<file path="config.mk">
export PLATFORM = sky130hd
export DESIGN_NAME = inv_shift_rows_serial
export DESIGN_NICKNAME = d
export VERILOG_FILES = /design/src/rtl/inv_shift_rows_serial.sv
export SDC_FILE = /design/constraint.sdc
export NUM_CORES = 1
export LEC_CHECK = 0
export ABC_AREA = 1
export CAP_MARGIN = 20
export CORE_AREA = 3 3 177 179
export DETAILED_ROUTE_END_ITERATION = 8
export DIE_AREA = 0 0 180 182
export GPL_TIMING_DRIVEN = 0
export PLACE_DENSITY = 0.76
export SLEW_MARGIN = 20
export SYNTH_ARGS = -nofsm -noshare
export SYNTH_HDL_FRONTEND = slang
export SYNTH_SLANG_ARGS = --single-unit
</file>
<file path="constraint.sdc">
create_clock -name clk -period 1.8 [get_ports clk]
set_clock_uncertainty 0.1 [all_clocks]
set_input_delay 0.36 -clock clk [delete_from_list [all_inputs] [get_ports clk]]
set_output_delay 0.36 -clock clk [all_outputs]
set_load 0.02 [all_outputs]
</file>
<file path="src/rtl/inv_shift_rows_serial.sv">
// Serial InvShiftRows front end: collects four 32-bit rows per block, undoes the row
// rotation on the fly and presents a column-major 128-bit state from a ping-pong buffer pair.
module inv_shift_rows_serial #(
  parameter int NUM_BUF = 2
) (
  input  logic         clk,
  input  logic         rst_n,
  input  logic         flush,
  input  logic         in_valid,
  output logic         in_ready,
  input  logic [31:0]  in_row,
  output logic         out_valid,
  input  logic         out_ready,
  output logic [127:0] out_state,
  output logic [1:0]   row_idx
);

  logic [127:0]       bufs [NUM_BUF];
  logic [NUM_BUF-1:0] full;
  logic               wr_ptr;
  logic               rd_ptr;
  logic [31:0]        shifted;
  logic [127:0]       lane_mask;
  logic [127:0]       lane_data;
  logic               wr_fire;
  logic               rd_fire;

  assign in_ready  = ~full[wr_ptr];
  assign out_valid = full[rd_ptr];
  assign out_state = bufs[rd_ptr];
  assign rd_fire   = out_valid & out_ready;
  assign wr_fire   = in_valid & in_ready & ~flush;

  // Output column c takes input column (c - r) mod 4.
  always_comb begin
    shifted = in_row;
    case (row_idx)
      2'd1:    shifted = {in_row[7:0],  in_row[31:8]};
      2'd2:    shifted = {in_row[15:0], in_row[31:16]};
      2'd3:    shifted = {in_row[23:0], in_row[31:24]};
      default: shifted = in_row;
    endcase
  end

  // Row r lands in byte (4c + r) of the column-major state for each column c.
  always_comb begin
    lane_mask = '0;
    lane_data = '0;
    for (int c = 0; c < 4; c++) begin
      for (int r = 0; r < 4; r++) begin
        if (row_idx == 2'(r)) begin
          lane_mask[127-8*(4*c+r) -: 8] = 8'hff;
          lane_data[127-8*(4*c+r) -: 8] = shifted[31-8*c -: 8];
        end
      end
    end
  end

  always_ff @(posedge clk or negedge rst_n) begin
    if (!rst_n) begin
      for (int i = 0; i < NUM_BUF; i++) bufs[i] <= '0;
      full    <= '0;
      wr_ptr  <= 1'b0;
      rd_ptr  <= 1'b0;
      row_idx <= 2'd0;
    end else begin
      // A read frees the buffer it drains; a write only ever fills a non-full one,
      // so the two never touch the same flag in one cycle.
      if (rd_fire) begin
        full[rd_ptr] <= 1'b0;
        rd_ptr       <= ~rd_ptr;
      end
      if (flush) begin
        row_idx <= 2'd0;
      end else if (wr_fire) begin
        bufs[wr_ptr] <= (bufs[wr_ptr] & ~lane_mask) | lane_data;
        row_idx      <= row_idx + 2'd1;
        if (row_idx == 2'd3) begin
          full[wr_ptr] <= 1'b1;
          wr_ptr       <= ~wr_ptr;
        end
      end
    end
  end

endmodule

</file>
# ---- Yosys cells after proc, flatten, opt, wreduce, memory -nomap -nowiden
# Index checks and enable logic that the tools add are counted.
# W data, S select, Z words.
dict set report totals {
  output_inout_bits 132
  elab_cells 83
  in_bits 37
  reg_bits 262
}
dict set report op_classes {
  n_bitwise 15
  n_mux 44
  n_reduce_logical 7
  add_sub_neg 1
  magnitude_cmp 7
  n_eq_ne 3
}
# cell n
set op_table {}
lappend op_table {{$mux W128} 7}
lappend op_table {{$bwmux W256} 1}
lappend op_table {{$mux W8} 20}
lappend op_table {{$and A128 B128 Y128} 1}
lappend op_table {{$demux W128 S1} 1}
lappend op_table {{$not A128 Y128} 1}
lappend op_table {{$or A128 B128 Y128} 1}
lappend op_table {{$pmux W32 S3} 1}
lappend op_table {{$mux W2} 6}
lappend op_table {{$mux W1} 6}
lappend op_table {{$eq A2 B2 Y1 const B} 2}
lappend op_table {{$ge A2 B2 Y1 const B} 2}
lappend op_table {{$lt A1 B2 Y1 const B} 2}
lappend op_table {{$not A1 Y1} 4}
lappend op_table {{$not A1 Y2} 2}
lappend op_table {{$and A1 B1 Y1} 3}
lappend op_table {{$logic_and A1 B1 Y1} 3}
lappend op_table {{$reduce_and A3 Y1} 1}
lappend op_table {{$add A2 B1 Y2 const B} 1}
lappend op_table {{$and A2 B2 Y2} 1}
lappend op_table {{$demux W1 S1} 2}
lappend op_table {{$eq A2 B1 Y1 const B} 1}
lappend op_table {{$ge A1 B1 Y1 const B} 2}
lappend op_table {{$logic_not A2 Y1} 1}
lappend op_table {{other kinds (5)} 5}

# ---- Logic depth before layout (Yosys ltp)
dict set report logic_depth {
  word_depth 11
  ltp_mapped 12
  depth_no_buf 10
}

# ---- Worst setup path before layout
# Ideal clock, no wire load.
dict set report synth_path {
  path_kind {reg2reg}
  from {reg row_idx[0]}
  to {reg bufs[243] (netlist name)}
  path_stages_with_launch 12
  t_required_ns 1.634
  path_buffers 2
  t_arrival_ns 1.713
  slack_ns -0.079
  synth_period_minus_slack_ns 1.879
  setup_time_ns 0.066
  path_cell_list {dfrtp_1 -> inv_1 -> ha_1 -> clkbuf_1 -> inv_2 -> clkbuf_1 -> nand2_1 -> nand2_1 -> nand2_1 -> nand2_1 -> nand2_1 -> nand2_1}
}
dict set report synth_via {
  elab_chain_cells 6
  word_cells_on_any_way 10
  cone_classes {eq/ne: 3; mux: 4; bitwise: 3}
}
# element line_no
set synth_lines {}
lappend synth_lines {{start, declared} 15} ;# output logic [1:0] row_idx
lappend synth_lines {{start signal, assigned} 77} ;# row_idx <= row_idx + 2'd1;
lappend synth_lines {{branches (longest 4 deep; another with $pmux W32 S3)} n/a}
lappend synth_lines {{$or A128 B128 Y128 (*)} 76} ;# bufs[wr_ptr] <= (bufs[wr_ptr] & ~lane_mask) | lane_data;
lappend synth_lines {{$bwmux W256 (*)} 76}
lappend synth_lines {{end signal, assigned by index} 76}
lappend synth_lines {{end, declared} 18} ;# logic [127:0] bufs [NUM_BUF];
# Every way passes the cells marked *.
# A chain may end at the register's enable or synchronous reset.

# ---- Worst setup path in the final report
dict set report layout_path {
  from {reg rd_ptr}
  to {out out_state[0]}
}
dict set report layout_via {
  elab_chain_cells 4
}
# element line_no
set layout_lines {}
lappend layout_lines {{start, declared} 21} ;# logic rd_ptr;
lappend layout_lines {{start signal, assigned} 71} ;# rd_ptr <= ~rd_ptr;
lappend layout_lines {{$not A1 Y2 (implied by the code)} 30} ;# assign out_state = bufs[rd_ptr];
lappend layout_lines {{$mux W128 (implied by the code) (3 in series)} 30}
lappend layout_lines {{end, declared} 14} ;# output logic [127:0] out_state,
# No other way between the ends. The select of a mux whose other input is x is not followed.

==> summary.txt <==
Timing
  • Setup Viol. Count Final: 387
  • Worst Tran Pin Value: 569.1 ps
  • Tcrit/Tclk final: 136.1%
  • Final Hold Slack: 79.85 ps
  • Hold Vio Cnt, Final: 0
  • Fin Setup TNS: -127400 ps
  • Final Worst Setup Slack: -650.2 ps
  • Final Slew Violations: 0
  • Slew headroom: 62.06%
  • RSZ-0062 raised after global routing: true
  • Fin crit period: 2450 ps
  • Fmax: 0.4081 GHz

CTS
  • Root Buffer: clkbuf_16
  • Worst-path clk slew: 80 ps
  • TritonCTS clock tree: done
  • Worst-skew pair later-pin latency: 590 ps
  • Clk sinks: 262
  • H-tree depth: 1
  • CTS buffer count: 29
  • Clk buf depth: 3

Global routing
  • Pin count of the biggest net entering global routing: 97
  • GR Layer Usage met1: 46.61%
  • Global-route met3 utilization: 8.373%
  • Initial antenna violation count: 2
  • Grt ovf: 0
  • First-pass GRT wire length: 91070 µm
  • Vias in the first global route: 15599
  • Met2 global-route usage: 54.37%
  • Most used routing layer: met2
  • Total track usage: 35.39%

Drt
  • Antenna viol nets, final: 0
  • First-pass iteration count of the detailed router: 9
  • Drt total wl: 73520 µm
  • Vias per cell: 6.503
  • Vias post-DR: 18404
  • DRC Markers: 0
  • WL/cell: 25.98 µm
  • 1st-iter DRT viols: 2719

Power
  • VDD IR max: 1071 µV
  • Final Power: 0.03646 W
  • Static Leak: 10.75 nW
  • PD cells: 1596 nW/µm²

Synthesis
  • Post-synthesis compound-gate area fraction: 15.69%
  • Post-synthesis simple-gate area fraction: 30.95%
  • Yosys warning count: 0
  • Largest family of logic cells by synthesized area: simple AND/OR/NAND/NOR gates
  • Avg Inst Size Synth: 6.950 µm²
  • Post-synthesis mux area share: 0%
  • Xor-xnor portion of the synthesized cell area: 0.05916%
  • Netlist cell types: 22
  • Post-Synth Adder-Cell Area: 0.3381%
  • Post-Syn Instances: 2130
  • Syn_nets: 2171
  • Seq/Total Area, Yosys: 44.29%
  • Flops & latches, synth: 262
  • Cell Area, Synth: 14800 µm²

Critical path
  • CP startpoint kind: register
  • Crit Reg-Reg Startpoint: wr_ptr
  • CP max FO: 12
  • R2R Path End: bufs[50]
  • CP Launch Point: rd_ptr
  • CP Class: reg2out
  • WP data arrival: 1990 ps
  • R2R setup slack: -380 ps
  • Setup crit end: out_state[0]
  • Crit path required time: 1340 ps
  • FF-to-FF path depth: 12
  • Critical path endpoint category: output port

Final layout
  • Fin area: 22850 µm²
  • Most frequent cells in the layout: 551 x nand2_1, 259 x dfrtp_1, 199 x nand2_2
  • Filler cells: 1850
  • Layout area overhead: 54.33%
  • Commonest non-fill, non-tap cell in the layout: nand2_1
  • Share of post-route cells with drive strength above 1: 37.93%
  • Final core occ: 76.88%
  • Final #Nets: 2460

Floorplan
  • IO Pins: 169
  • DIE WIDTH: 180 µm
  • Die Y-Extent: 182 µm
  • Core area: 29720 µm²
  • Initial Util: 49.82%
  • Std cell rows: 63
  • Full die area: 32760 µm²

Status
  • Outcome: complete, but fails checks
  • Failing checks: negative setup slack

Placement
  • GPL Wtd Cong: 1.001
  • Placed Area: 17070 µm²
  • IO Port Bufs: 168
  • Post-DP HPWL: 42400 µm

Worst hold path
  • Hold Crit Class: in2async

Job
  • Max Cap Violations: 0
==> Yosys cell counts, drive strengths merged <==
master / number / area (µm²)
clkbuf: 54 / 202.7
buf: 100 / 553.0
and2: 1 / 6.260
nor2: 35 / 141.4
nand3: 242 / 1211
xor2: 1 / 8.760
o21ai: 340 / 1702
ha: 4 / 50.05
dfrtp: 262 / 6556
o211ai: 56 / 420.4
a21oi: 40 / 200.2
nand2: 853 / 3202
inv: 140 / 525.5
nand4: 1 / 21.27
clkinv: 1 / 3.750
==> critical path: stages, from the launching register on <==
cell	delay, ps
dfrtp_2	450
buf_12	180
buf_12	170
buf_12	160
nand2_1	100
o21ai_2	130
buf_4	190
==> cell type report <==
class	count	area (µm²)	area share (%)
antenna	1	2.502	0.01095
buffer	151	1863	8.154
clock buffer	41	810.8	3.549
clock inverter	10	131.4	0.5750
inverter	141	576.8	2.525
multi-input combinational	1573	9224	40.37
sequential	262	6560	28.71
tap	390	488.0	2.136
timing repair buffer	261	3191	13.96
==> worst min-delay path by stage <==
| stage | from | to | slack [ps] | cells past startpoint |
|---|---|---|---|---|
| after global routing | rst_n | bufs[191] | 110 | 2 |
| after global placement | bufs[245] | bufs[245] | 360 | 2 |
| after detailed placement | rst_n | bufs[29] | 90 | 1 |
| after CTS | rst_n | bufs[191] | 100 | 2 |
| after floorplan | rst_n | bufs[0] | -40 | 0 |
| final | rst_n | bufs[191] | 80 | 2 |
==> flip-flops by register name, indices dropped and copies added (netlist names) <==
| register | count |
|---|---|
| rd_ptr | 1 |
| bufs | 256 |
| wr_ptr | 1 |
| full | 2 |
| row_idx | 2 |
==> metrics by stage <==
| step | worst slack (ps) | cells |
|---|---|---|
| 6_report | -650.2 | 2830 |
| 5_1_grt | -619.2 | 2829 |
| 4_1_cts | -672.0 | 2743 |
| 3_5_place_dp | -1458 | 2691 |
| 3_3_place_gp | -12250 | 2688 |
| 2_1_floorplan | -72.39 | 2130 |
==> kinds of logic (layout without fill, tap and decap cells) <==
logic type / Yosys count / after routing
AND/OR/NAND/NOR: 1132 / 1132
XOR/XNOR: 1 / 1
flip-flops: 262 / 262
other: 0 / 1
AO/OA/AOI/OAI: 436 / 436
adder cells (fa/ha/maj): 4 / 4
buffers and inverters: 295 / 604
==> metal layers <==
metal,vias up,part of all wire (%),wire length (µm)
met1,8638,34,24780
met5,-,0.015,11
met4,2,9.6,7024
met2,1682,42,31130
met3,542,14,10570
li1,7540,-,-
==> report_power, final <==
part / internal, W / switching, W / leakage [nW]
combinational: 0.00772 / 0.0122 / 6.89
clock: 0.00354 / 0.00266 / 0.462
sequential: 0.00835 / 0.00200 / 3.39
total: 0.0196 / 0.0169 / 10.8
==> repair_timing <==
action,4_1_cts,5_1_grt
pin swaps,0,155
hold buffers,1,0
endpoints found under the setup margin,392,390
setup buffers,0,42
gates resized for setup,824,1260
hold endpoints to repair,194,0
cloned,0,48
(Power assumes the default switching activity.)
